**config.mk**
```make
export PLATFORM = sky130hd
export DESIGN_NAME = uart_cmd_parser
export DESIGN_NICKNAME = d
export VERILOG_FILES = /design/src/rtl/uart_cmd_parser.sv
export SDC_FILE = /design/constraint.sdc
export NUM_CORES = 1
export LEC_CHECK = 0
export BUFFER_PORTS_ARGS = -buffer_cell sky130_fd_sc_hd__clkbuf_2
export CORE_MARGIN = 3
export CORE_UTILIZATION = 50
export CTS_CLUSTER_DIAMETER = 40
export DETAILED_ROUTE_END_ITERATION = 12
export PLACE_DENSITY = 0.77
export SKIP_LAST_GASP = 1
export SYNTH_ARGS = -nofsm -noshare
export SYNTH_HDL_FRONTEND = slang
export SYNTH_SLANG_ARGS = --single-unit
export TNS_END_PERCENT = 20
```
**constraint.sdc**
```tcl
create_clock -name clk -period 1.95 [get_ports clk]
set_input_delay 0.195 -clock clk [delete_from_list [all_inputs] [get_ports clk]]
set_output_delay 0.195 -clock clk [all_outputs]
set_load 0.05 [all_outputs]
```
**src/rtl/uart_cmd_parser.sv**
```systemverilog
// rtl/uart_cmd_parser.sv - frames UART receiver bytes into ALU commands with valid/ready hand-off
//
// Frame on the wire: SOF, number1, number2, sel, EOF. A complete, well-formed frame
// is held on cmd_* with cmd_valid until the consumer takes it (cmd_valid && cmd_ready).
//
// Ports:
//   clk          system clock
//   reset        asynchronous active-low reset
//   rx_data      byte from receiver, qualified by rx_done
//   rx_done      one-cycle byte strobe
//   sample_tick  baud tick, only used for the inter-byte timeout
//   cmd_number1  operand 1 (stable while cmd_valid)
//   cmd_number2  operand 2 (stable while cmd_valid)
//   cmd_sel      operation select, 1..4
//   cmd_valid    command available
//   cmd_ready    consumer accepts
//   err_frame    one-cycle pulse: bad length, bad sel, SOF resync or timeout
//   err_overrun  one-cycle pulse: byte dropped while a command is held
//   busy         frame in progress or command held
//   frames_ok    accepted-command count, wrapping
//   frames_err   err_frame count, saturating
module uart_cmd_parser #(
  parameter int               DBITS    = 8,
  parameter logic [DBITS-1:0] SOF_BYTE = 8'h0C,
  parameter logic [DBITS-1:0] EOF_BYTE = 8'h0A,
  parameter int               TO_TICKS = 2560,
  parameter int               TO_BITS  = 12
) (
  input  logic             clk,
  input  logic             reset,
  input  logic [DBITS-1:0] rx_data,
  input  logic             rx_done,
  input  logic             sample_tick,
  output logic [DBITS-1:0] cmd_number1,
  output logic [DBITS-1:0] cmd_number2,
  output logic [2:0]       cmd_sel,
  output logic             cmd_valid,
  input  logic             cmd_ready,
  output logic             err_frame,
  output logic             err_overrun,
  output logic             busy,
  output logic [7:0]       frames_ok,
  output logic [7:0]       frames_err
);

  typedef enum logic [1:0] {
    IDLE    = 2'd0,
    COLLECT = 2'd1,
    HOLD    = 2'd2
  } state_t;

  state_t             state;
  logic [1:0]         cnt;
  logic [TO_BITS-1:0] to_cnt;

  logic is_sof;
  logic is_eof;
  logic sel_ok;
  logic timeout_hit;
  logic frame_err_evt;
  logic xfer;

  // Event decode shared by the error pulse, the error counter and the FSM so all
  // three agree on the same cycle.
  always_comb begin
    is_sof        = (rx_data == SOF_BYTE);
    is_eof        = (rx_data == EOF_BYTE);
    sel_ok        = (cmd_sel != 3'd0) && (cmd_sel <= 3'd4);
    // A byte arriving together with the final tick wins, so timeout needs !rx_done.
    timeout_hit   = (state == COLLECT) && !rx_done && sample_tick &&
                    (to_cnt == TO_BITS'(TO_TICKS - 1));
    frame_err_evt = 1'b0;
    if (state == COLLECT) begin
      if (rx_done) begin
        frame_err_evt = is_sof ||
                        (is_eof && !((cnt == 2'd3) && sel_ok)) ||
                        (!is_eof && !is_sof && (cnt == 2'd3));
      end else begin
        frame_err_evt = timeout_hit;
      end
    end
    xfer = cmd_valid && cmd_ready;
  end

  always_ff @(posedge clk or negedge reset) begin
    if (!reset) begin
      state       <= IDLE;
      cnt         <= 2'd0;
      to_cnt      <= '0;
      cmd_number1 <= '0;
      cmd_number2 <= '0;
      cmd_sel     <= 3'd0;
      cmd_valid   <= 1'b0;
      err_frame   <= 1'b0;
      err_overrun <= 1'b0;
      busy        <= 1'b0;
      frames_ok   <= 8'd0;
      frames_err  <= 8'd0;
    end else begin
      err_frame   <= frame_err_evt;
      err_overrun <= 1'b0;
      if (frame_err_evt && (frames_err != 8'hFF)) begin
        frames_err <= frames_err + 8'd1;
      end

      case (state)
        IDLE: begin
          if (rx_done && is_sof) begin
            state  <= COLLECT;
            busy   <= 1'b1;
            cnt    <= 2'd0;
            to_cnt <= '0;
          end
        end

        COLLECT: begin
          if (rx_done) begin
            to_cnt <= '0;
            if (is_eof) begin
              if ((cnt == 2'd3) && sel_ok) begin
                state     <= HOLD;
                cmd_valid <= 1'b1;
              end else begin
                state <= IDLE;
                busy  <= 1'b0;
              end
            end else if (is_sof) begin
              cnt <= 2'd0;
            end else if (cnt == 2'd3) begin
              state <= IDLE;
              busy  <= 1'b0;
            end else begin
              // Payload lands directly in the output registers; cmd_valid is low
              // here so the consumer never sees a partial command.
              case (cnt)
                2'd0:    cmd_number1 <= rx_data;
                2'd1:    cmd_number2 <= rx_data;
                default: cmd_sel     <= rx_data[2:0];
              endcase
              cnt <= cnt + 2'd1;
            end
          end else if (timeout_hit) begin
            state  <= IDLE;
            busy   <= 1'b0;
            to_cnt <= '0;
          end else if (sample_tick) begin
            to_cnt <= to_cnt + 1'b1;
          end
        end

        HOLD: begin
          if (xfer) begin
            cmd_valid <= 1'b0;
            frames_ok <= frames_ok + 8'd1;
            // The transfer cycle behaves like IDLE for an incoming byte.
            if (rx_done && is_sof) begin
              state  <= COLLECT;
              cnt    <= 2'd0;
              to_cnt <= '0;
            end else begin
              state <= IDLE;
              busy  <= 1'b0;
            end
          end else if (rx_done) begin
            err_overrun <= 1'b1;
          end
        end

        default: begin
          state     <= IDLE;
          busy      <= 1'b0;
          cmd_valid <= 1'b0;
        end
      endcase
    end
  end

endmodule
```
## After elaboration in Yosys (flattened, before gate mapping)

Index checks and enable logic that the tools add are counted.

| cells by class | value |
|---|---|
| add/subtract/negate cells | 4 |
| multiplexer cells | 43 |
| bitwise operators | 5 |
| reduce and logical (&&, ||, !) cells | 31 |
| magnitude comparators | 1 |
| eq/ne operators | 21 |

Operator list:

| operator | number |
|---|---|
| $mux W12 | 5 |
| $pmux W12 S3 | 1 |
| $mux W2 | 14 |
| $mux W1 | 19 |
| $reduce_and A6 Y1 | 3 |
| $add A8 B1 Y8 const B | 2 |
| $eq A8 B4 Y1 const B | 2 |
| $reduce_and A5 Y1 | 3 |
| $add A12 B1 Y12 const B | 1 |
| $eq A12 B12 Y1 const B | 1 |
| $ne A2 B2 Y1 const B | 6 |
| $ne A4 B4 Y1 const B | 3 |
| $pmux W2 S3 | 2 |
| $logic_and A1 B1 Y1 | 11 |
| $ne A8 B8 Y1 const B | 1 |
| $reduce_and A7 Y1 | 1 |
| $ne A3 B3 Y1 const B | 2 |
| $pmux W1 S3 | 2 |
| $reduce_bool A3 Y1 | 2 |
| $not A1 Y1 | 5 |
| $eq A2 B1 Y1 const B | 2 |
| $eq A2 B2 Y1 const B | 2 |
| $logic_not A1 Y1 | 4 |
| $logic_not A2 Y1 | 2 |
| other kinds (8) | 9 |

| word-level totals | value |
|---|---|
| bits of input ports | 13 |
| register bits after elaboration | 55 |
| word-level logic and storage cells | 117 |

## Longest topological paths before layout

| depth | value |
|---|---|
| depth after elaboration | 10 |
| gate-level depth with buffers | 7 |
| depth with buffers taken out | 6 |

## Worst setup path after synthesis

Ideal clock, no wire load.

| path | value |
|---|---|
| path kind | flip-flop to flip-flop |
| from | reg cmd_sel[1] |
| to | reg frames_err[1] |
| path buffers | 0 |
| required time | 1.822 ns |
| stages on the path, launching flop included | 6 |
| setup slack | -0.205 ns |
| arrival | 2.028 ns |
| path through | dfrtp_1 -> nor3_1 -> nor4b_2 -> a221oi_4 -> o22ai_1 -> mux2_1 |

| on the way | value |
|---|---|
| word-level cells in the longest chain between the ends | 10 |
| elaborated cells on any way between the ends | 11 |
| classes of those cells | 1 x order compare; 2 x mux; 8 x reduce/logical |

RTL lines:

| item | line | RTL |
|---|---|---|
| start: declaration | 36 | `output logic [2:0] cmd_sel,` |
| start signal: assignment | 138 | `default: cmd_sel <= rx_data[2:0];` |
| $le A3 B3 Y1 / $reduce_bool A3 Y1 (equally long branches) | 68 | `sel_ok = (cmd_sel != 3'd0) && (cmd_sel <= 3'd4);` |
| $logic_and A1 B1 Y1 * | 68 |  |
| $logic_and A1 B1 Y1 * | 76 | `(is_eof && !((cnt == 2'd3) && sel_ok)) \|\|` |
| $logic_not A1 Y1 * | 76 |  |
| $logic_and A1 B1 Y1 * | 76 |  |
| $logic_or A1 B1 Y1 * | 75 | `frame_err_evt = is_sof \|\|` |
| $logic_or A1 B1 Y1 * | 76 |  |
| $mux W1 * | 74 | `if (rx_done) begin` |
| $mux W1 * | 73 | `if (state == COLLECT) begin` |
| $logic_and A1 B1 Y1 * | 102 | `if (frame_err_evt && (frames_err != 8'hFF)) begin` |
| end signal: assignment | 103 | `frames_err <= frames_err + 8'd1;` |
| end: declaration | 43 | `output logic [7:0] frames_err` |

Mark *: on every way between the ends. The rest lies on a longest branch, timed or not.
A chain may end at the register's enable or synchronous reset.

## Worst setup path after layout

| path | value |
|---|---|
| from | reg cnt[0] |
| to | reg frames_err[2] |

| on the way | value |
|---|---|
| word-level cells in the longest chain between the ends | 9 |
| elaborated cells on any way between the ends | 10 |
| classes of those cells | 1 x eq/ne; 2 x mux; 7 x reduce/logical |

RTL lines:

| item | line | RTL |
|---|---|---|
| start: declaration | 53 | `logic [1:0] cnt;` |
| start signal: assignment | 140 | `cnt <= cnt + 2'd1;` |
| $eq A2 B2 Y1 * | 76, 77 |  |
| $logic_and A1 B1 Y1 | 76 |  |
| $logic_not A1 Y1 | 76 |  |
| $logic_and A1 B1 Y1 | 76 |  |
| $logic_or A1 B1 Y1 | 75 |  |
| $logic_or A1 B1 Y1 * | 76 |  |
| $mux W1 * | 74 |  |
| $mux W1 * | 73 |  |
| $logic_and A1 B1 Y1 * | 102 |  |

Marks and branches as above.

==> summary.md <==
| Metric | Value |
|---|---|
| Via density | 5.64 |
| Top cell type's share of synthesized area | between 40 and 50% |
| Worst hold slack | around 0.15 ns |
| Fin area | ~3400 um^2 |
| Worst r2r src | cnt[0] |
| Final number of hold-violating endpoints | 0 |
| Most used routing layer | met2 |
| Initial Utilization | between 50% and 60% |
| Row count | 26 |
| Leak Pwr | 1.61 nW |
| Worst-Margin Slew | between 0.4 and 0.5 ns |
| Wirelength per Cell | 14.7 um |
| Synth top area cells | dfrtp_1 (49%), mux2_2 (7.6%), nand2_1 (4.2%) |
| Layout cell share with drive strength beyond 1 | 35.8% |
| Slew Viols, Final | 0 |
| Power per cell area | 1220 nW/um^2 |
| Final period util | a little over nine tenths |
| Global routing usage on met3 | 3.66% |
| CP Launch Type | flop |
| Synth Area per Inst | roughly 11 um^2 |
| Die X | roughly 80 um |
| Fmax | between 500 and 600 MHz |
| WL final | about 5900 um |
| Netlist cell types | between 50 and 60 |
| FF-to-FF path depth | 6 |
| Combinational family with the most area after synthesis | simple AND/OR/NAND/NOR gates |
| Cells after DPL | roughly 400 |
| Skew-Pair Late Insertion Delay | approximately 0.3 ns |
| Max FO, Critical Path | 5 |
| Post-layout min period | approximately 1.9 ns |
| Post-Synth XOR/XNOR Area | between 3 and 4% |
| Adder-cell share of the synthesized area | approximately 3.1% |
| Reg2reg setup slack | between 0.02 and 0.025 ns |
| Post-layout nets | between 300 and 400 |
| Post-route ant nets | 0 |
| DP Worst Slack | -0.0196 ns |
| Clock slew at reported path FFs | about 0.1 ns |
| H-tree depth | 2 |
| Synth Area in Compound Gates | a little over an eighth |
| DP HPWL | 4380 um |
| Multi-input logic area | roughly 1400 um^2 |
| Drt first-iter violations | 136 |
| Largest net degree at the start of global routing | 56 |
| Remaining DRCs | 0 |
| Grt ovf | 0 |
| CTS tree | yes |
| Total power draw | 4.20 mW |
| Worst Setup EP | frames_err[2] |
| Setup violations, final | 0 |
| Ant diodes | 0 |
| Vias in the first global route | 2200 |
| Final TNS setup | 0 ns |
| Setup CP Type | flop to flop |
| Input/output buffers | 51 |
| Finished Layout Cells | just over 400 |
| Synth Register Bits | 55 |
| Drt first pass iters | 4 |
| Initial antenna violation count | 0 |
| IO Pins | 52 |
| CP required | 2.15 ns |
| Core Area | approximately 5300 um^2 |
| Max Clock Skew | just over 0.009 ns |
| Post-synthesis simple-gate area fraction | 18.6% |
| Core Util, Final | roughly 65% |
| Warnings from Yosys | 0 |
| Max VDD drop | between 0.9 and 1 mV |
| RSZ-0062 raised after global routing | true |
| Register area | around 1400 um^2 |
| Post-DP Area | 3270 um^2 |
| Cell Area, Synth | 2830 um^2 |
| First-pass GRT wire length | just over 10000 um |
| Syn nets | 286 |
| DIE AREA | about 6600 um^2 |
| Post-synth EDFFs | 0 |
| Via Count | ~2300 |
| Critical path arrival | 2.12 ns |
| Post-synthesis mux area share | 8.76% |
| Cts bufs inserted | 5 |
| Die Ht | 81.2 um |
| Top FF cell, synth | dfrtp_1 |
| Final Wtd Congestion | between 0.8 and 0.9 |
| Post-Synthesis Cells | ~270 |
| Yosys top cell by area | dfrtp_1 |
| Status | finished, final reports clean |
| Sequential-to-total area share from yosys stat | 48.7% |
| Hold WC Path Type | input pin to flop |
| Post-synthesis async set-or-reset flop share | 100% |
| Sink Count | 55 |
| Layout area overhead | 21.8% |
| Root buf cell | clkbuf_8 |
| Critical path capture point type | flop |
| R2R Path End | frames_err[2] |
| Rel. slew slack | about 72% |
| M1 GR Usage | approximately 25% |
| Clock Tree Buf Depth | 2 |
| Global-route usage over all layers | 19.6% |
| Routing usage on met2 | about a third |
| Worst setup path startpoint | cnt[0] |
| Final setup margin | around 0.022 ns |
| Fillers | 437 |
| Max Cap Viol | 0 |
==> routing by layer <==
| metal | vias up | part of all wire, % |
|---|---|---|
| met5 | - | 0 |
| met4 | 0 | 0.74 |
| met3 | 4 | 3.7 |
| met2 | 49 | 51 |
| met1 | 1131 | 45 |
| li1 | 1101 | - |
==> Yosys cell counts (2+ instances only) <==
cell / n
ha_1: 7
mux2_1: 3
o31ai_1: 2
clkbuf_1: 6
or4_1: 2
and3_1: 3
xor2_1: 3
a211oi_1: 2
dfrtp_1: 55
nor2_1: 13
or3_1: 5
nand2b_1: 4
a31oi_1: 2
o2111ai_1: 4
nand3_1: 13
inv_1: 10
clkbuf_8: 2
nor3_1: 3
o22ai_1: 3
o211ai_1: 3
xnor2_1: 9
nand4_1: 4
a21oi_1: 8
nand2_1: 32
a211o_1: 2
and3_2: 3
o21ai_0: 17
mux2_2: 19
==> kinds of logic after synthesis <==
kind of cell,after synthesis
AO/OA/AOI/OAI,55
AND/OR/NAND/NOR,96
XOR/XNOR,12
buffers and inverters,19
flip-flops,55
multiplexers,22
adder cells (fa/ha/maj),7
==> area by class of cell <==
type,count,share of cell area (%)
multi-input combinational,192,41.1
sequential,55,40.0
timing repair buffer,70,12.5
tap,70,2.54
clock buffer,7,2.50
inverter,10,1.09
clock inverter,1,0.254
==> critical path: stages (launching register included) <==
cell	delay, ns
dfrtp_1	0.40
ha_2	0.21
nand2_2	0.07
nor4b_4	0.37
a221oi_4	0.17
o21ai_0	0.25
mux2_2	0.36
==> sequential cells by signal, indices dropped and copies added, names as in the netlist <==
register and cells:
frames_err 8, cmd_number1 8, to_cnt 12, cnt 2, frames_ok 8, err_overrun 1
cmd_valid 1, busy 1, err_frame 1, cmd_sel 3, cmd_number2 8, state 2
==> what timing repair did <==
| action | CTS | global route |
|---|---|---|
| gates resized for setup | 1 | 12 |
| buffers inserted | 0 | 2 |
| pin swaps | 0 | 3 |
| hold buffers | 1 | 0 |
| endpoints found under the setup margin | 2 | 16 |
| hold endpoints to repair | 55 | 0 |
==> cells in the final DEF (no fill, tap or decap), types with 3 or more instances in the layout <==
cell,instances
mux2_2,19
dfrtp_1,52
and3_1,3
and3_2,3
nand2b_1,4
clkbuf_2,51
a21oi_1,8
ha_1,6
nand4_1,4
o21ai_0,16
nand2_1,31
xnor2_1,9
buf_4,15
nand3_1,12
dfrtp_2,3
o211ai_1,3
nor2_1,13
xor2_1,3
inv_1,10
or3_1,4
clkbuf_8,6
==> where the power goes <==
group	internal, mW	leakage, nW	switching [mW]
Sequential	1.40	0.722	0.196
Combinational	0.634	0.834	1.31
Clock	0.292	0.0484	0.361
==> worst min path at each step <==
stage,startpoint,endpoint,depth (start not counted)
after floorplan,reset,busy,0
after global placement,reset,frames_err[4],2
after detailed placement,reset,frames_err[5],2
after CTS,rx_data[3],cmd_number2[3],2
after global routing,rx_data[6],cmd_number2[6],2
final,rx_data[0],cmd_sel[0],3
(Power assumes the default switching activity.)
